$ cat src/rtl/wisc_mem_pkg.sv
// Shared definitions for the memory fill arbiter.
// Provides the default parameter values, bus widths, the fill FSM state type
// and a helper that rounds a byte address down to the start of its block.
package wisc_mem_pkg;

  localparam int unsigned DefNumReq  = 2;
  localparam int unsigned DefWords   = 8;
  localparam int unsigned DefMemLat  = 4;
  localparam int unsigned DefArbMode = 0;

  localparam int unsigned AddrW = 16;
  localparam int unsigned DataW = 16;

  typedef enum logic [1:0] {
    StIdle = 2'd0,
    StFill = 2'd1,
    StDone = 2'd2
  } fill_state_e;

  // A block of 2^word_bits 16-bit words spans 2^(word_bits+1) bytes, so the
  // low word_bits+1 address bits are cleared to get the block base.
  function automatic logic [AddrW-1:0] block_base(input logic [AddrW-1:0] addr,
                                                  input int unsigned      word_bits);
    logic [AddrW-1:0] mask;
    mask = {AddrW{1'b1}} << (word_bits + 1);
    return addr & mask;
  endfunction

endpackage

$ cat src/rtl/rr_arbiter.sv
// Request arbiter for the fill engine.
// Ports:
//   clk_i, rst_ni : clock and asynchronous active-low reset
//   req_i         : request vector, one bit per requestor
//   advance_i     : a grant is being taken this cycle; moves the priority pointer
//   gnt_o         : one-hot grant (zero when no request)
// ARB_MODE 0 is fixed priority (lowest index wins); ARB_MODE 1 is round robin
// with the search starting at the pointer, which becomes winner+1 after a grant.
module rr_arbiter #(
  parameter int unsigned NUM_REQ  = 2,
  parameter int unsigned ARB_MODE = 0
) (
  input  logic               clk_i,
  input  logic               rst_ni,
  input  logic [NUM_REQ-1:0] req_i,
  input  logic               advance_i,
  output logic [NUM_REQ-1:0] gnt_o
);

  localparam int unsigned PtrW = (NUM_REQ > 1) ? $clog2(NUM_REQ) : 1;

  logic [PtrW-1:0] ptr_q, ptr_d;
  logic [PtrW-1:0] start;
  logic [PtrW-1:0] idx;
  logic [PtrW-1:0] winner;
  logic            found;

  always_comb begin
    gnt_o  = '0;
    found  = 1'b0;
    winner = '0;
    idx    = '0;
    start  = (ARB_MODE == 1) ? ptr_q : '0;
    for (int unsigned i = 0; i < NUM_REQ; i++) begin
      idx = PtrW'((32'(start) + i) % NUM_REQ);
      if (!found && req_i[idx]) begin
        gnt_o[idx] = 1'b1;
        winner     = idx;
        found      = 1'b1;
      end
    end
    ptr_d = ptr_q;
    if (advance_i && found) begin
      ptr_d = PtrW'((32'(winner) + 1) % NUM_REQ);
    end
  end

  always_ff @(posedge clk_i or negedge rst_ni) begin
    if (!rst_ni) begin
      ptr_q <= '0;
    end else begin
      ptr_q <= ptr_d;
    end
  end

endmodule

$ cat src/rtl/mem_fill_arbiter.sv
// Cache block fill engine shared by several cache requestors (0 = D-cache,
// 1 = I-cache). A winner is picked in IDLE, its block is read from memory one
// 16-bit word per cycle in FILL, returned words are forwarded to the owner, and
// a one-cycle fill_done pulse is given in DONE.
// Ports:
//   clk, rst_n      : clock and asynchronous active-low reset
//   miss_req        : per-requestor fill request (level)
//   miss_addr       : per-requestor byte address, 16 bits each, requestor 0 in LSBs
//   mem_data_in     : word returned by memory, qualified by mem_data_valid
//   mem_en/mem_addr : read request to memory
//   fill_grant      : one-hot owner of the fill in progress, zero when idle
//   fill_valid/fill_data/fill_word : returned word and its offset in the block
//   fill_done       : one-cycle completion pulse to the owner
module mem_fill_arbiter
  import wisc_mem_pkg::*;
#(
  parameter int unsigned NUM_REQ  = DefNumReq,
  parameter int unsigned WORDS    = DefWords,
  parameter int unsigned MEM_LAT  = DefMemLat,
  parameter int unsigned ARB_MODE = DefArbMode
) (
  input  logic                     clk,
  input  logic                     rst_n,
  input  logic [NUM_REQ-1:0]       miss_req,
  input  logic [AddrW*NUM_REQ-1:0] miss_addr,
  input  logic [DataW-1:0]         mem_data_in,
  input  logic                     mem_data_valid,
  output logic                     mem_en,
  output logic [AddrW-1:0]         mem_addr,
  output logic [NUM_REQ-1:0]       fill_grant,
  output logic                     fill_valid,
  output logic [DataW-1:0]         fill_data,
  output logic [$clog2(WORDS)-1:0] fill_word,
  output logic [NUM_REQ-1:0]       fill_done
);

  localparam int unsigned WordW = $clog2(WORDS);
  localparam int unsigned CntW  = WordW + 1;

  if (WORDS < 2 || WORDS > 16 || (WORDS & (WORDS - 1)) != 0) begin : g_bad_words
    $error("mem_fill_arbiter: WORDS must be a power of 2 in 2..16");
  end
  // The engine counts returned words rather than cycles, so MEM_LAT only
  // needs to be a sane latency.
  if (MEM_LAT < 1) begin : g_bad_lat
    $error("mem_fill_arbiter: MEM_LAT must be at least 1");
  end
  if (ARB_MODE > 1) begin : g_bad_mode
    $error("mem_fill_arbiter: ARB_MODE must be 0 or 1");
  end

  fill_state_e        state_q, state_d;
  logic [AddrW-1:0]   base_q, base_d;
  logic [CntW-1:0]    issue_cnt_q, issue_cnt_d;
  logic [WordW-1:0]   rx_cnt_q, rx_cnt_d;
  logic [NUM_REQ-1:0] grant_q, grant_d;

  logic [NUM_REQ-1:0] arb_gnt;
  logic               arb_advance;
  logic [AddrW-1:0]   sel_addr;

  rr_arbiter #(
    .NUM_REQ  (NUM_REQ),
    .ARB_MODE (ARB_MODE)
  ) u_arb (
    .clk_i     (clk),
    .rst_ni    (rst_n),
    .req_i     (miss_req),
    .advance_i (arb_advance),
    .gnt_o     (arb_gnt)
  );

  // Address of the requestor the arbiter picks this cycle.
  always_comb begin
    sel_addr = '0;
    for (int unsigned i = 0; i < NUM_REQ; i++) begin
      if (arb_gnt[i]) begin
        sel_addr = miss_addr[AddrW*i +: AddrW];
      end
    end
  end

  always_comb begin
    state_d     = state_q;
    base_d      = base_q;
    issue_cnt_d = issue_cnt_q;
    rx_cnt_d    = rx_cnt_q;
    grant_d     = grant_q;
    arb_advance = 1'b0;
    mem_en      = 1'b0;
    mem_addr    = '0;
    fill_valid  = 1'b0;
    fill_data   = '0;
    fill_word   = '0;
    fill_done   = '0;

    unique case (state_q)
      StIdle: begin
        if (|miss_req) begin
          grant_d     = arb_gnt;
          base_d      = block_base(sel_addr, WordW);
          issue_cnt_d = '0;
          rx_cnt_d    = '0;
          arb_advance = 1'b1;
          state_d     = StFill;
        end
      end
      StFill: begin
        // Issue side and return side run independently; issue_cnt saturates
        // at WORDS once every read has been sent.
        if (issue_cnt_q < CntW'(WORDS)) begin
          mem_en      = 1'b1;
          mem_addr    = base_q + AddrW'({issue_cnt_q, 1'b0});
          issue_cnt_d = issue_cnt_q + 1'b1;
        end
        if (mem_data_valid) begin
          fill_valid = 1'b1;
          fill_data  = mem_data_in;
          fill_word  = rx_cnt_q;
          rx_cnt_d   = rx_cnt_q + 1'b1;
          if (rx_cnt_q == WordW'(WORDS - 1)) begin
            state_d = StDone;
          end
        end
      end
      StDone: begin
        fill_done = grant_q;
        grant_d   = '0;
        state_d   = StIdle;
      end
      default: begin
        grant_d = '0;
        state_d = StIdle;
      end
    endcase
  end

  assign fill_grant = grant_q;

  always_ff @(posedge clk or negedge rst_n) begin
    if (!rst_n) begin
      state_q     <= StIdle;
      base_q      <= '0;
      issue_cnt_q <= '0;
      rx_cnt_q    <= '0;
      grant_q     <= '0;
    end else begin
      state_q     <= state_d;
      base_q      <= base_d;
      issue_cnt_q <= issue_cnt_d;
      rx_cnt_q    <= rx_cnt_d;
      grant_q     <= grant_d;
    end
  end

endmodule
$ cat config.mk
export PLATFORM = sky130hd
export DESIGN_NAME = mem_fill_arbiter
export DESIGN_NICKNAME = d
export VERILOG_FILES = /design/src/rtl/wisc_mem_pkg.sv /design/src/rtl/rr_arbiter.sv /design/src/rtl/mem_fill_arbiter.sv
export SDC_FILE = /design/constraint.sdc
export NUM_CORES = 1
export LEC_CHECK = 0
export CELL_PAD_IN_SITES_DETAIL_PLACEMENT = 1
export CELL_PAD_IN_SITES_GLOBAL_PLACEMENT = 1
export CORE_MARGIN = 1.5
export CORE_UTILIZATION = 25
export DETAILED_ROUTE_END_ITERATION = 16
export PLACE_DENSITY = 0.74
export SETUP_SLACK_MARGIN = 0.3
export SLEW_MARGIN = 0
export SYNTH_ARGS = -nofsm -noshare
export SYNTH_HDL_FRONTEND = slang
export SYNTH_HIERARCHICAL = 1
export SYNTH_SLANG_ARGS = --single-unit
$ cat constraint.sdc
create_clock -name clk -period 1.5 [get_ports clk]
set_input_delay 0.3 -clock clk [delete_from_list [all_inputs] [get_ports clk]]
set_output_delay 0.3 -clock clk [all_outputs]
set_load 0.01 [all_outputs]
* Word-level counts from Yosys, hierarchy flattened
Cells that the tools add are included.
** Word-level totals
- Bits in registers :: 23
- Output and inout port bits :: 41
- Input bits :: 53
- Logic and storage cells :: 54
** Cells by class
- Reductions and logical operators :: 10
- Add/subtract/negate cells :: 3
- Equal/unequal tests :: 7
- Bitwise logic cells :: 1
- Order comparisons :: 1
- Muxes and demuxes :: 27
** Operators with widths (count)
- 2-to-1 mux 16 bit :: 6
- adder 16 x 5 -> 16 bit :: 1
- 2-to-1 mux 3 bit :: 4
- 2-to-1 mux 2 bit :: 5
- AND reduction 3 bit :: 3
- 2-to-1 mux 4 bit :: 2
- inequality test 2 bit (second input constant) :: 4
- one-hot mux 2 bit (2 select lines) :: 2
- one-hot mux 4 bit (2 select lines) :: 1
- 2-to-1 mux 1 bit :: 6
- one-hot mux 3 bit (2 select lines) :: 1
- adder 4 x 1 -> 4 bit (second input constant) :: 1
- < comparator 4 bit (second input constant) :: 1
- AND reduction 2 bit :: 2
- adder 3 x 1 -> 3 bit (second input constant) :: 1
- == test 3 bit (second input constant) :: 1
- == test 2 x 1 -> 1 bit (second input constant) :: 1
- == test 2 bit (second input constant) :: 1
- zero test 2 bit :: 1
- nonzero test 2 bit :: 1
- OR reduction 2 bit :: 1
- logical AND 1 bit :: 1
- zero test 1 bit :: 1
- inverter 1 bit :: 1

* Logic depth before layout (Yosys ltp)
Gate-level depths: netlist of run 1.
- Word-level depth :: 6
- Gate-level depth with buffers :: 6
- Depth with buffers taken out :: 4

* By module
Netlist of run 1, hierarchy kept.
** By module, submodules not included
- mem_fill_arbiter :: area an instance 1423.9 µm², sequential area each 575.6 µm², instances 1, cells each 133
- rr_arbiter :: area an instance 21.3 µm², sequential area each 0.0 µm², instances 1, cells each 2

* Least setup slack after synthesis of run 1
No wires, ideal clock.
- Path type :: reg-to-output
- From :: register state_q[1]
- To :: output mem_addr[10]
- Buffers on the path :: 1
- Stages on the path, launching flop included :: 4
- Data required time :: 1.200 ns
- Data arrival time :: 1.181 ns
- Path slack :: 0.019 ns
- Path through :: dfrtp_1 nor3b_2 buf_4 and2_1
** Between the ends
- Cells in the longest elaborated chain, start to end :: 2
** Ends and longest elaborated chain
- start, declared :: line mem_fill_arbiter.sv:52 : fill_state_e state_q, state_d;
- start signal, assigned :: line mem_fill_arbiter.sv:142 : state_q <= StIdle;
- start signal, assigned :: line mem_fill_arbiter.sv:148 : state_q <= state_d;
- == test 2 x 1 -> 1 bit :: line mem_fill_arbiter.sv:97 : unique case (state_q)
- 2-to-1 mux 16 bit :: line mem_fill_arbiter.sv:97
- end, declared :: line mem_fill_arbiter.sv:29 : output logic [AddrW-1:0] mem_addr,
Every way passes these cells.

* Worst setup path in the final report of run 1
- From :: register state_q[1]
- To :: output fill_word[2]
** Between the ends
- Cells in the longest elaborated chain, start to end :: 2
** Ends and longest elaborated chain
- == test 2 x 1 -> 1 bit :: line mem_fill_arbiter.sv:97
- 2-to-1 mux 3 bit :: line mem_fill_arbiter.sv:97
- end, declared :: line mem_fill_arbiter.sv:33 : output logic [$clog2(WORDS)-1:0] fill_word,
Every way passes these cells.

==> results of run 1 <==
[synthesized netlist by cell type (3+ instances only)]
cell	count
sky130_fd_sc_hd__o21ai_0	4
sky130_fd_sc_hd__nand2b_1	4
sky130_fd_sc_hd__a22o_1	13
sky130_fd_sc_hd__buf_6	5
sky130_fd_sc_hd__nand2_1	5
sky130_fd_sc_hd__ha_1	3
sky130_fd_sc_hd__mux2_2	5
sky130_fd_sc_hd__dfrtp_1	23
sky130_fd_sc_hd__and2_1	34
sky130_fd_sc_hd__buf_4	4
sky130_fd_sc_hd__o21ai_1	4
sky130_fd_sc_hd__nor2_1	4
sky130_fd_sc_hd__mux2_1	7
sky130_fd_sc_hd__and3b_1	3
[metrics by stage]
| stage | setup WS, ps | power [mW] | area, sq um | hold slack [ps] |
|---|---|---|---|---|
| 2_1_floorplan | 87.96 | 2.271 | 1536 | 4.409 |
| 6_report | -326.4 | 4.904 | 3094 | 396.0 |
| 5_1_grt | -373.1 | 5.159 | 3094 | 417.9 |
| 3_5_place_dp | -620.0 | 3.333 | 2532 | 474.2 |
| 4_1_cts | -302.7 | 4.341 | 2887 | 408.6 |
| 3_3_place_gp | -618.2 | 3.267 | 2532 | 459.3 |
[how the worst min path moves through the flow]
stage	from	end	slack, ps	depth (start not counted)
6_report	rst_n	base_q[12]$_DFFE_PN0P_	400	2
2_1_floorplan	rst_n	base_q[10]$_DFFE_PN0P_	4	0
5_1_grt	rst_n	base_q[10]$_DFFE_PN0P_	420	2
3_5_place_dp	base_q[4]$_DFFE_PN0P_	base_q[4]$_DFFE_PN0P_	470	1
3_3_place_gp	base_q[15]$_DFFE_PN0P_	base_q[15]$_DFFE_PN0P_	460	1
4_1_cts	rst_n	base_q[12]$_DFFE_PN0P_	410	2
[where the power goes]
part           internal, mW  switching, mW  leakage (nW)
Clock                 0.186          0.217        0.0255
Combinational          2.14           1.23          1.19
Sequential            0.901          0.225         0.286
Total                  3.23           1.68          1.50
[cells by family after synthesis]
group / Yosys count
and+or+nand+nor: 59
adders and majority gates: 3
AOI/OAI and AO/OA: 23
buffers and inverters: 11
muxes: 14
DFF: 23
other: 1
xor gates and xnor gates: 1
[critical path: cells and delay by family, from the launching register on]
kind | cells | cell delay, ps
flops | 1 | 440
buf+inv | 3 | 380
simple gates | 2 | 440
[layout make-up]
type,instances,area share
clock buffer,3,0.01334
timing repair buffer,139,0.4646
clock inverter,1,0.001617
tap,72,0.02911
sequential,23,0.1864
multi-input combinational,101,0.3049
[state kept, by name, summed over array words and instances, names as in the netlist]
name / flops
base_q: 12
fill_grant: 2
issue_cnt_q: 4
rx_cnt_q: 3
state_q: 2
[repair_timing]
item | CTS | global route
pin swaps | 9 | 6
endpoints found under the setup margin | 62 | 61
buffers inserted | 20 | 12
gates resized for setup | 223 | 20
cloned | 3 | 1
[layer usage]
metal  vias up  global-route usage  share of wire
met5         -                   0              0
met4         0             0.03509          0.020
met3        10             0.02874          0.023
met2        35              0.3239           0.55
met1       787              0.2183           0.41
li1        729                   -              -
==> results by stage, run 1 <==
Outcome:
- The flow ran to the end, but the final reports show violations.
- The checks that failed: negative setup slack.

Detailed routing:
- The pre-antenna-repair detailed-routing pass consisted of 3 iterations.
- The via count normalized by instance count is 4.605.
- The count of nets left with antenna violations after detail routing is 0.
- The DRC violation total after the first TritonRoute iteration is 60.
- The per-cell routed wire length is 19.85 um.
- The final route contains 1561 vias.
- The number of DRC violations after detailed routing is 0.
- For this block, the routed nets add up to 6.728 mm of wire.

Synth:
- The synthesis-stage register bit count is 23.
- The Yosys step of the flow raised 6 warnings.
- The mapped cell area is 1445 sq um.
- Of the post-synthesis cell area, the dominant cell type holds 0.3983.
- The area share of xor/xnor cells in the synthesized design is 0.006061.
- The dominant cell type by area after synthesis is sky130_fd_sc_hd__dfrtp_1.
- The number of nets handed over by synthesis was 191.
- The cell count after synthesis is 135.
- Of the total synthesized cell area, the portion taken by full adders, half adders and majority gates is 0.02597.
- Of all flip-flops after synthesis, the portion carrying an async set or reset was 1.000.
- Of the total synthesized cell area, the portion taken by AND, OR, NAND and NOR gates is 0.2701.
- By area, the combinational part of the netlist is dominated by simple AND/OR/NAND/NOR gates.
- Measured against the total synthesized area, the mux share comes to 0.1074.
- The share of the synthesized area in compound gates (AO/OA/AOI/OAI) was 0.1238.
- The number of unique standard cell types used by synthesis is 30.
- The leading register cell type out of synthesis is sky130_fd_sc_hd__dfrtp_1.
- A synthesized cell averages 10.70 sq um.
- The post-synthesis sequential area ratio is 0.3983.
- Sorting the synthesized cells by area gives the leading types as sky130_fd_sc_hd__dfrtp_1, sky130_fd_sc_hd__and2_1, sky130_fd_sc_hd__a22o_1, sky130_fd_sc_hd__mux2_1, sky130_fd_sc_hd__buf_6.
- The number of synthesized flops with an enable pin is 0.

Hold path:
- The worst hold-check path type is primary input to async pin.

Global routing:
- The global-route wire length before repair is 8.556 mm.
- In the global route stage, overall resource usage came out at 0.1771.
- The sum of overflow across all layers after global routing is 0.
- The number of antenna violations at the first check in global routing is 0.
- The maximum number of pins on one net before global-route repair is 24.
- The via count of the first global-routing pass is 1662.

Setup path:
- The setup path with the least slack is of type flip-flop to primary output.
- The worst-case reg-to-reg path depth is 8.
- The required arrival time at the worst endpoint is 1200 ps.
- The data arrival time of the critical path is 1530 ps.
- The startpoint identified for the worst register-to-register timing path is state_q[1]$_DFFE_PN0P_.
- The maximum single-stage delay on the critical path is 440 ps.
- In this run the worst path has a maximum fanout of 5.
- In this run the worst setup path terminates at fill_word[2].
- The start point of the critical path is state_q[1]$_DFFE_PN0P_.
- Setup slack on the worst reg-to-reg path comes out at -180 ps.
- The worst setup path is captured at a primary output.
- The startpoint type of the worst setup path is a flip-flop.
- The slowest stage of the critical path is the sky130_fd_sc_hd__dfrtp_2 cell.
- Traced cell by cell, the critical path runs through and3b_2, buf_6, clkbuf_16, and2_4, buf_6.
- The most prevalent standard cell on the critical path is sky130_fd_sc_hd__buf_6.
- The endpoint identified for the worst register-to-register timing path is issue_cnt_q[2]$_DFFE_PN0P_.

Clocking:
- The total clock buffers created by CTS is 3.
- The post-CTS clock slew at the launch and capture registers of the worst setup and hold paths is 90 ps.
- The source-to-sink clock delay at the later pin of the worst-skew pair is 270 ps.
- The count of H-tree levels built during CTS is 1.
- The CTS tree is done.
- The sink count of the clock tree is 23.
- The tree is rooted in a sky130_fd_sc_hd__clkbuf_8.
- Hold repair after CTS inserted 0 buffers.
- The longest clock path from root to sink contains 2 buffers.

Layout:
- At the end of the flow the core is filled with cells to 0.5585.
- The antenna diode instance count is 0.
- The library cell used most frequently in the layout, excluding fill and tap cells, is sky130_fd_sc_hd__buf_6.
- The final layout contains 324 nets.
- Excluding fillers, the count of instances in the completed layout stands at 339.
- In the layout the commonest cells are sky130_fd_sc_hd__buf_6, sky130_fd_sc_hd__clkdlybuf4s50_1, sky130_fd_sc_hd__buf_4.
- Counting the fill cells in the layout gives 602.
- The multi-input logic area is 943.4 sq um.
- Of the cells placed in the final design, the portion with a size suffix greater than 1 is 0.5768.
- The area growth from synthesis to layout is 114.1%.
- Registers take 576.8 sq um.

Power and ir drop:
- Power spread over the standard cell area amounts to 1585 nW/um^2.
- For this design the static power due to leakage is 1.500 nW.
- The worst voltage drop across the vdd grid is 0.6981 mV.

STA:
- For the final database, setup skew stands at 9.470 ps.
- After layout, the minimum clock period comes to 1826 ps.
- The number of failing hold endpoints at the final stage is 0.
- In the finished design, the share of the clock period the worst path needs comes to 1.218.
- Static timing analysis puts the maximum clock frequency at 547.5 MHz.
- The final setup slack of the worst path is -326.4 ps.
- Setup repair after global routing could not meet its margin everywhere.
- The number of max-slew violations in the final report was 0.
- In the final timing run, aggregate negative setup slack is -12200 ps.
- Setup violations remaining at the end of the flow were counted as 58.

Die:
- The vertical die dimension is 79.03 um.
- The effective utilization at floorplan is 0.2608.
- In this run the count of I/O pins placed on the die edge is 94.
- The core region is 5540 sq um.
- The floorplan step set the die width to 79.03 um.
- Row generation in the floorplan step produced 27 rows.
- The floorplan step defined a die boundary enclosing 6246 sq um.

Flow run:
- Across the run, the number of max-cap violations was 0.

Placed design:
- In this run the tool buffered the top-level ports with 84 buffer cells.
- The estimated wirelength of the detail-placed design is 3.411 mm.
- Including well taps, the total number of placed cells is 299.
- The final weighted congestion in routability-driven placement is 0.6883.
Note: power is estimated with default switching activity, not from simulation.
==> run 2: changes to the inputs <==
--- a/config.mk
+++ b/config.mk
@@ -5,8 +5,10 @@
 export SDC_FILE = /design/constraint.sdc
 export NUM_CORES = 1
 export LEC_CHECK = 0
+export ABC_CLOCK_PERIOD_IN_PS = 1500
 export CELL_PAD_IN_SITES_DETAIL_PLACEMENT = 1
 export CELL_PAD_IN_SITES_GLOBAL_PLACEMENT = 1
+export CORE_ASPECT_RATIO = 0.75
 export CORE_MARGIN = 1.5
 export CORE_UTILIZATION = 25
 export DETAILED_ROUTE_END_ITERATION = 16
==> results by stage, run 2 (synthesis results as in run 1) <==
Detailed routing:
- The total via count after detailed routing is 1439 (-7.8%).
- The first-pass iteration count of the detailed router is 4 (+1).
- The detailed-routing wirelength on met1 was 2.407 mm (-13%).
- The count of nets left with antenna violations after detail routing came to 0 (unchanged).
- The number of DRC violations after detailed routing is 0 (unchanged).
- The wire length on met2 came to 2.797 mm (-24%).
- The per-cell routed wire length was 16.80 um (-15%).
- The via count normalized by instance count is 4.455 (-3.2%).
- The wire length on met3 is 157 um (unchanged).
- The wire length after detailed routing came to 5.428 mm (-19%).
- The DRC violation total after the first TritonRoute iteration is 23 (-62%).
- The topmost layer with routed signal wires is met4.

Clocking:
- The count of H-tree levels built during CTS is 1 (unchanged).
- CTS placed an instance of sky130_fd_sc_hd__clkbuf_8 at the clock tree root.
- The sink count of the clock tree was 23 (unchanged).
- The source-to-sink clock delay at the later pin of the worst-skew pair is 280 ps (about the same).
- The post-CTS clock slew at the launch and capture registers of the worst setup and hold paths is 90 ps (about the same).
- The number of hold buffers added after CTS was 0 (unchanged).
- The buffer depth of the longest clock path came to 2 (unchanged).
- The total clock buffers created by CTS is 3 (unchanged).
- The CTS tree is done.

Placed design:
- The final weighted congestion in routability-driven placement was 0.6610 (-4.0%).
- The number of input and output port buffers inserted came to 84 (unchanged).
- The total placed cells including tap cells was 300 (+0.33%).
- The estimated wirelength of the detail-placed design is 3.526 mm (+3.4%).

STA:
- The final critical path time including I/O delays and setup is 1830 ps (+3.582 ps).
- The portion of the clock cycle consumed by the worst path in the final layout was 1.220 (+0.002388).
- For the pin with the worst max-slew slack, the measured transition is 529.7 ps.
- Setup repair after global routing could not meet its margin everywhere.
- The worst clock skew is 7.628 ps (-1.842 ps).
- The number of max-slew violations in the final report came to 0 (unchanged).
- The number of failing hold endpoints at the final stage is 0 (unchanged).
- The final setup slack of the worst path is -330.0 ps (-3.582 ps).
- The peak clock frequency supported by timing is 546.4 MHz (-0.20%).
- The worst pin sits at a relative slew slack of 0.6453.
- The count of endpoints failing setup in the final report came to 51 (-12%).

Global routing:
- The maximum number of pins on one net before global-route repair is 24 (unchanged).
- The sum of overflow across all layers after global routing was 0 (unchanged).
- The number of antenna violations at the first check in global routing came to 0 (unchanged).
- The global-route wire length before repair was 7.721 mm (-9.8%).
- The global routing usage summed across all routing layers is 0.1643 (-0.01283).
- The via count of the first global-routing pass is 1506 (-9.4%).

Die:
- The horizontal die dimension was 90.79 um (+15%).
- The total I/O pin count is 94 (unchanged).
- The vertical die dimension is 68.85 um (-13%).
- The die outline area is 6250 sq um (about the same).
- The area of the core was 5468 sq um (-1.3%).
- The row count is 23 (-15%).
- The effective utilization at floorplan is 0.2643 (+0.003462).

Layout:
- The final instance count without filler cells is 323 (-4.7%).
- Compared with the post-synthesis result, the final layout area differs by 102.0%.
- The final-layout fill cell count was 603 (+0.17%).
- The antenna diode instance count is 0 (unchanged).
- Leaving out fill and tap cells, the most frequent cell in the layout is sky130_fd_sc_hd__buf_6.
- More flip-flops sit in one register than any other, and that register is base_q.
- The multi-input logic area was 959.7 sq um (+1.7%).
- The largest registers in the layout are base_q: 12 flops, issue_cnt_q: 4 flops, rx_cnt_q: 3 flops.
- The net total in the final layout was 305 (-5.9%).
- Leaving out fill and tap cells, the most frequent cells in the layout are sky130_fd_sc_hd__buf_6, sky130_fd_sc_hd__clkdlybuf4s50_1, sky130_fd_sc_hd__and2_4.
- The flip-flop count of the largest register, all copies and words added is 12 (unchanged).
- The fraction of final layout cells sized beyond drive strength 1 is 0.5685 (-0.008231).
- The footprint of the flip-flops and latches is 578.1 sq um (+0.22%).

Setup path:
- The category of the critical setup timing path is flip-flop to primary output.
- The maximum single-stage delay on the critical path is 460 ps (+20 ps).
- The required arrival time at the worst endpoint is 1200 ps (about the same).
- Tracing the worst setup path back leads to its startpoint at state_q[1]$_DFFE_PN0P_.
- Among the stages of the critical path, the cell type that occurs most often is sky130_fd_sc_hd__buf_6.
- STA classifies the critical path endpoint as a primary output.
- The slowest cell on the critical path is sky130_fd_sc_hd__dfrtp_2.
- The critical path goes through and3b_2, buf_6, buf_6, and2_4, buf_6.
- In this run the critical register-to-register path is launched from state_q[0]$_DFFE_PN0P_.
- The peak fanout along the critical path came to 5 (unchanged).
- The startpoint type of the worst setup path is a flip-flop.
- The data arrival time of the critical path is 1530 ps (about the same).
- The worst-case reg-to-reg path depth came to 6 (-2).

Flow run:
- The reported max-cap violation count came to 0 (unchanged).

Power and ir drop:
- The total chip power was 4.559 mW (-7.0%).
- The static leakage is 1.395 nW (-7.0%).
- The worst voltage drop across the vdd grid is 0.5691 mV (-18%).
- The power density over the cells is 1562 nW/um^2 (-1.5%).

Outcome:
- The flow ran to the end, but the final reports show violations.
- The final reports fail on negative setup slack.

Hold path:
- The worst hold path was traced through 3 stages.
- The worst hold path begins at mem_data_valid.
- The worst hold-check path type is primary input to flip-flop.
-- run 2: critical path, delay by kind of cell (launching register included) --
kind                   cells  cell delay, ps
AND/OR/NAND/NOR            2             480
flip-flops                 1             460
buffers and inverters      3             320
-- run 2: worst paths after layout --
| check | end | slack [ps] |
|---|---|---|
| hold / removal | state_q[0]$_DFFE_PN0P_ | 360 |
| hold reg to reg | base_q[10]$_DFFE_PN0P_ | 520 |
| min in group asynchronous | rx_cnt_q[0]$_DFFE_PN0P_ | 390 |
| max in group asynchronous | state_q[1]$_DFFE_PN0P_ | 860 |
| setup / recovery | fill_word[2] | -330 |
| setup reg to reg | base_q[14]$_DFFE_PN0P_ | -90 |
-- run 2: layout make-up --
cell class	count	area share
clock buffer	4	0.01543
multi-input combinational	101	0.3288
timing repair buffer	120	0.4256
sequential	23	0.1980
tap	75	0.03215
-- run 2: per-layer routing --
layer / track usage / up-vias
li1: - / 692
met1: 0.1967 / 718
met2: 0.2970 / 25
met3: 0.03399 / 4
met4: 0.06445 / 0
met5: 0 / -
-- run 2: per-stage QoR --
stage	util	cell area [sq um]	setup slack, ps	hold slack, ps	TNS (ps)
finish	0.5339	2919	-330.0	363.6	-10160
global placement	0.4565	2496	-605.0	459.0	-24390
floorplan	-	1536	87.96	4.409	0
global route	0.5339	2919	-375.7	379.3	-12200
CTS	0.5160	2821	-296.3	404.0	-8612
detailed placement	0.4565	2496	-700.3	485.4	-26200
-- run 2: report_power, final --
group	switching [mW]	internal (mW)	leakage (nW)
sequential	0.236	0.903	0.285
combinational	1.08	1.92	1.09
clock	0.221	0.191	0.0228
-- run 2: what timing repair did --
| item | CTS | global route |
|---|---|---|
| pin swaps | 10 | 4 |
| hold endpoints to repair | 0 | 0 |
| setup buffers | 14 | 4 |
| endpoints found under the setup margin | 62 | 60 |
| resized for setup | 237 | 20 |
| cloned | 1 | 0 |
